===== src/rtl/mem_access.sv =====
// Memory stage: passes non-memory ops through and sequences loads/stores as
// little-endian byte-serial transfers to the memory controller, stalling the pipe meanwhile.
module mem_access (
    input  logic        clk,
    input  logic        rst,
    input  logic        rdy,
    input  logic [3:0]  mem_op_i,
    input  logic [4:0]  w_addr_i,
    input  logic        w_req_i,
    input  logic [31:0] w_data_i,
    input  logic [31:0] mem_addr_i,
    input  logic [31:0] st_data_i,
    output logic [4:0]  w_addr_o,
    output logic        w_req_o,
    output logic [31:0] w_data_o,
    output logic        stall_req_o,
    output logic        mc_req_o,
    output logic        mc_we_o,
    output logic [31:0] mc_addr_o,
    output logic [7:0]  mc_dout_o,
    input  logic [7:0]  mc_din_i,
    input  logic        mc_ack_i
);

    localparam logic [3:0] OpLb  = 4'd1;
    localparam logic [3:0] OpLh  = 4'd2;
    localparam logic [3:0] OpLw  = 4'd3;
    localparam logic [3:0] OpLbu = 4'd4;
    localparam logic [3:0] OpLhu = 4'd5;
    localparam logic [3:0] OpSb  = 4'd6;
    localparam logic [3:0] OpSh  = 4'd7;
    localparam logic [3:0] OpSw  = 4'd8;

    typedef enum logic [1:0] {StIdle, StAccess, StDone} state_e;

    state_e      state_q, state_d;
    logic [1:0]  cnt_q, cnt_d;
    logic [31:0] buf_q, buf_d;

    logic        is_load, is_store, is_mem;
    logic [1:0]  last_cnt;
    logic [31:0] load_data;

    always_comb begin
        is_load  = 1'b0;
        is_store = 1'b0;
        last_cnt = 2'd3;
        case (mem_op_i)
            OpLb, OpLbu: begin is_load  = 1'b1; last_cnt = 2'd0; end
            OpLh, OpLhu: begin is_load  = 1'b1; last_cnt = 2'd1; end
            OpLw:        begin is_load  = 1'b1; last_cnt = 2'd3; end
            OpSb:        begin is_store = 1'b1; last_cnt = 2'd0; end
            OpSh:        begin is_store = 1'b1; last_cnt = 2'd1; end
            OpSw:        begin is_store = 1'b1; last_cnt = 2'd3; end
            default:     last_cnt = 2'd3;
        endcase
        is_mem = is_load | is_store;
    end

    always_comb begin
        case (mem_op_i)
            OpLb:    load_data = {{24{buf_q[7]}}, buf_q[7:0]};
            OpLbu:   load_data = {24'd0, buf_q[7:0]};
            OpLh:    load_data = {{16{buf_q[15]}}, buf_q[15:0]};
            OpLhu:   load_data = {16'd0, buf_q[15:0]};
            default: load_data = buf_q;
        endcase
    end

    // rdy gates every state update, including reset.
    always_ff @(posedge clk) begin
        if (rdy) begin
            if (rst) begin
                state_q <= StIdle;
                cnt_q   <= 2'd0;
                buf_q   <= 32'd0;
            end else begin
                state_q <= state_d;
                cnt_q   <= cnt_d;
                buf_q   <= buf_d;
            end
        end
    end

    always_comb begin
        state_d     = state_q;
        cnt_d       = cnt_q;
        buf_d       = buf_q;
        w_addr_o    = w_addr_i;
        w_req_o     = w_req_i;
        w_data_o    = w_data_i;
        stall_req_o = 1'b0;
        mc_req_o    = 1'b0;
        mc_we_o     = 1'b0;
        mc_addr_o   = 32'd0;
        mc_dout_o   = 8'd0;
        case (state_q)
            StIdle: begin
                if (is_mem) begin
                    stall_req_o = 1'b1;
                    w_req_o     = 1'b0;
                    state_d     = StAccess;
                    cnt_d       = 2'd0;
                end
            end
            StAccess: begin
                stall_req_o = 1'b1;
                w_req_o     = 1'b0;
                mc_req_o    = 1'b1;
                mc_we_o     = is_store;
                mc_addr_o   = mem_addr_i + {30'd0, cnt_q};
                if (is_store) begin
                    mc_dout_o = st_data_i[{cnt_q, 3'b000} +: 8];
                end
                if (mc_ack_i) begin
                    if (is_load) begin
                        buf_d[{cnt_q, 3'b000} +: 8] = mc_din_i;
                    end
                    if (cnt_q == last_cnt) begin
                        state_d = StDone;
                    end else begin
                        cnt_d = cnt_q + 2'd1;
                    end
                end
            end
            StDone: begin
                state_d = StIdle;
                cnt_d   = 2'd0;
                buf_d   = 32'd0;
                if (is_load) begin
                    w_data_o = load_data;
                end else if (is_store) begin
                    w_req_o  = 1'b0;
                    w_data_o = 32'd0;
                end
            end
            default: state_d = StIdle;
        endcase
    end

endmodule


===== config.mk =====
export PLATFORM = sky130hd
export DESIGN_NAME = mem_access
export DESIGN_NICKNAME = d
export VERILOG_FILES = /design/src/rtl/mem_access.sv
export SDC_FILE = /design/constraint.sdc
export NUM_CORES = 1
export LEC_CHECK = 0
export CORE_ASPECT_RATIO = 0.9
export CORE_MARGIN = 8
export CORE_UTILIZATION = 36
export DETAILED_ROUTE_END_ITERATION = 16
export PLACE_DENSITY_LB_ADDON = 0.25
export SLEW_MARGIN = 20
export SYNTH_ARGS = -nofsm -noshare
export SYNTH_HDL_FRONTEND = slang
export SYNTH_SLANG_ARGS = --single-unit

===== constraint.sdc =====
create_clock -name clk -period 3.1 [get_ports clk]
set_clock_uncertainty 0.2 [all_clocks]
set_input_delay 0.62 -clock clk [delete_from_list [all_inputs] [get_ports clk]]
set_output_delay 0.62 -clock clk [all_outputs]
set_load 0.01 [all_outputs]

==> out/qor.json <==
{
  "status": "finished, violations left",
  "violated_checks": "negative setup slack",
  "nNetsFinal": 826,
  "cts.root.buffer_cell": "sky130_fd_sc_hd__clkbuf_16",
  "chipWidth_um": 122.3,
  "seqCellArea_mm2": 0.001081,
  "initial_utilization_pct": 36.36,
  "synthesis.area_mm2": 0.003662,
  "wire_length_of_the_first_global_routing_pass_um": 25380,
  "drt-total-wl_um": 16990,
  "grt_antenna_before_repair": 0,
  "final.setup.worst_slack_ns": -0.2566,
  "final_core_util_pct": 66.32,
  "cts_inserted_buffers": 5,
  "crit_slowest_cell": "sky130_fd_sc_hd__or4_4",
  "final_layout_size_suffix_gt1_share_pct": 30.43,
  "maximum_level_of_the_cts_h_tree": 2,
  "viasPerCell": 5.676,
  "clkLatencyLatePin_ns": 0.28,
  "overflow": 0,
  "core_area_mm2": 0.01007,
  "synthDominantCellAreaShare_pct": 29.52,
  "cts_num_sinks": 36,
  "critPathRequiredTime_ns": 2.28,
  "layout.cells.most_common": "sky130_fd_sc_hd__clkdlybuf4s50_1",
  "startpoint_type": "primary input",
  "most-common-layout-cells": "107 x sky130_fd_sc_hd__clkdlybuf4s50_1, 85 x sky130_fd_sc_hd__buf_4, 58 x sky130_fd_sc_hd__a21oi_1, 47 x sky130_fd_sc_hd__nor2_1, 41 x sky130_fd_sc_hd__nor2b_1",
  "timing.critical_path.buf_inv": 4,
  "totalPowerFinal_mw": 1.892,
  "std_cell_rows": 35,
  "max_slew.worst_pin.slew_ns": 0.8688,
  "worst_hold_slack_ns": 0.5003,
  "critical_path_arrival_ns": 2.54,
  "asyncSetResetFlopFracSynth_pct": 0,
  "timing.final.max_slew_violations": 0,
  "setup_viol": 18,
  "leak_pwr_nw": 2.692,
  "postSynthRegisterBits": 36,
  "dr_total_vias": 4711,
  "grt.total_usage_pct": 23.06,
  "clkTransAtPathRegs_ns": 0.05,
  "layoutNonFillerInstCount": 830,
  "firstDrtPassIters": 5,
  "final.period_utilization_pct": 108.3,
  "grt_setup_unrepaired": "yes",
  "place.detailed.hpwl_um": 11800,
  "tritoncts": "built",
  "cp_num_cells": 10,
  "post_synth_main_area_contributors": "sky130_fd_sc_hd__edfxtp_1 30%, sky130_fd_sc_hd__a21oi_1 9.7%, sky130_fd_sc_hd__nor2b_1 7.2%, sky130_fd_sc_hd__o2bb2ai_1 5.7%, sky130_fd_sc_hd__nor2_1 5.0%",
  "gp_weighted_congestion": 0.8919,
  "holdBufCountCts": 0,
  "drtAntennaViolNets": 0,
  "power_density_mw_per_mm2": 283.3,
  "path_category_of_the_worst_min_delay_check": "flop to flop",
  "post_synth_inst_count": 441,
  "critical_path.endpoint_type": "output port",
  "crit_path_max_fanout": 7,
  "hold_depth": 3,
  "grt_pass1_vias": 4712,
  "cell_count_of_the_worst_reg_to_reg_path": 7,
  "final-hold-violation-count": 0,
  "area_delta_synth_final_pct": 82.41,
  "route.detailed.drc": 0,
  "peakVddDrop_uv": 241.2,
  "syn_nets": 567,
  "wl_cell_um": 20.47,
  "synth-warning-count": 0,
  "critical_path.max_stage_delay_ns": 0.51,
  "path_cells": "buf_2 -> ha_4 -> fa_2 -> nand4_1 -> or4_4 -> buf_6 -> buf_8 -> o311ai_4 -> o41ai_2 -> buf_2",
  "fmax_ghz": 0.2979,
  "critical_path.top_delay_family": "simple AND/OR/NAND/NOR gates",
  "multi_input_comb_area_mm2": 0.002735,
  "drtIter0Drc": 415,
  "cts-root-to-sink-buffers": 2,
  "proportion_of_synthesized_chip_area_in_sequential_cells_pct": 29.52,
  "die_y_um": 111.7,
  "number_of_flops_mapped_to_enable_cells_by_yosys": 36,
  "design.die.area_mm2": 0.01366,
  "worst-setup-path-type": "primary input to output port",
  "drv.max_cap_violation_count": 0,
  "pin_count": 199,
  "max_slew_margin_pct": 41.63,
  "synth_top_area_cell": "sky130_fd_sc_hd__edfxtp_1",
  "period_minus_slack_ns": 3.357,
  "port-buffer-count": 188,
  "grt_start_max_net_pins": 33,
  "postSynth.topFlopCell": "sky130_fd_sc_hd__edfxtp_1",
  "synth.avg_cell_area_um2": 8.304,
  "fillers": 801,
  "synth_cell_types": 49,
  "timing.critical_path.mode_cell": "sky130_fd_sc_hd__buf_2",
  "place_inst": 795
}
layer usage:
layer / global-route usage (%) / wire length (um)
met5: 0 / 0
met4: 8.036 / 386
met3: 6.070 / 1581
met2: 38.38 / 8273
met1: 27.91 / 6752
report_power, final:
group          internal [mW]  switching [mW]  leakage (nW)
Combinational          0.428           0.385          2.27
Clock                  0.292           0.182        0.0667
Sequential             0.582          0.0236         0.355
kinds of logic after synthesis:
| family | synth area share [%] |
|---|---|
| buf+inv | 5.432 |
| compound gates | 25.04 |
| fa+ha+maj | 2.938 |
| simple gates | 29.21 |
| flops | 29.52 |
| xor+xnor | 2.391 |
| mux | 5.466 |
final timing paths:
path | slack (ns) | startpoint | to
worst max-delay path | -0.26 | mem_addr_i[0] | mc_addr_o[20]
worst min-delay path | 0.50 | buf_q[13]$_SDFFCE_PN0P_ | buf_q[13]$_SDFFCE_PN0P_
worst max register to register | 0.38 | cnt_q[0]$_SDFFCE_PP0P_ | buf_q[1]$_SDFFCE_PN0P_
worst min register to register | 0.50 | buf_q[13]$_SDFFCE_PN0P_ | buf_q[13]$_SDFFCE_PN0P_
stage by stage:
step / setup TNS (ns) / setup WS (ns) / instance area [um2]
2_1_floorplan: -0.1879 / -0.06264 / 3676
3_3_place_gp: -34.45 / -0.8767 / 6143
3_5_place_dp: -36.94 / -0.9507 / 6143
4_1_cts: -2.537 / -0.3080 / 6495
5_1_grt: -3.920 / -0.3059 / 6678
6_report: -2.393 / -0.2566 / 6680
registers in the layout, indices dropped and copies added, names as in the netlist:
name     cells
cnt_q        2
state_q      2
buf_q       32
cells in the mapped netlist, types with 3 or more instances:
library cell and count:
sky130_fd_sc_hd__buf_4 5, sky130_fd_sc_hd__xnor2_1 5, sky130_fd_sc_hd__nand2_1 17, sky130_fd_sc_hd__nor2b_1 42, sky130_fd_sc_hd__and4_1 5, sky130_fd_sc_hd__ha_1 7
sky130_fd_sc_hd__edfxtp_1 36, sky130_fd_sc_hd__nor3_1 7, sky130_fd_sc_hd__nand4_1 9, sky130_fd_sc_hd__or3_1 10, sky130_fd_sc_hd__clkbuf_1 22, sky130_fd_sc_hd__o2bb2ai_1 24
sky130_fd_sc_hd__inv_1 8, sky130_fd_sc_hd__mux4_2 8, sky130_fd_sc_hd__or4_1 4, sky130_fd_sc_hd__buf_1 5, sky130_fd_sc_hd__a21oi_1 71, sky130_fd_sc_hd__and2_1 6
sky130_fd_sc_hd__o311ai_0 8, sky130_fd_sc_hd__o41ai_1 8, sky130_fd_sc_hd__xor2_1 5, sky130_fd_sc_hd__nand3_1 11, sky130_fd_sc_hd__nor2_1 49, sky130_fd_sc_hd__nor4_1 3
sky130_fd_sc_hd__nand3b_1 3, sky130_fd_sc_hd__a22o_1 8, sky130_fd_sc_hd__o31ai_1 3, sky130_fd_sc_hd__nand2b_1 11, sky130_fd_sc_hd__o21ai_0 11, sky130_fd_sc_hd__buf_2 6
worst register-to-register path: stages (launching register included):
cell and delay, ns:
sky130_fd_sc_hd__edfxtp_1 0.44, sky130_fd_sc_hd__buf_4 0.25, sky130_fd_sc_hd__inv_1 0.20, sky130_fd_sc_hd__ha_1 0.40, sky130_fd_sc_hd__nand2_1 0.09, sky130_fd_sc_hd__nor3_1 0.67
sky130_fd_sc_hd__a21oi_1 0.17, sky130_fd_sc_hd__nor2_1 0.14
cell type report:
type	count	area share, %
timing repair buffer	290	37.91
inverter	8	0.5057
clock inverter	1	0.07492
sequential	36	16.18
clock buffer	6	1.929
tap	129	2.416
multi-input combinational	359	40.94
antenna	1	0.03746
what timing repair did:
action	in CTS	in global routing
setup endpoints to repair	74	45
setup buffers	17	10
gates cloned	3	0
pin swaps	26	15
gates resized for setup	251	44
Note: power is estimated with default switching activity, not from simulation.
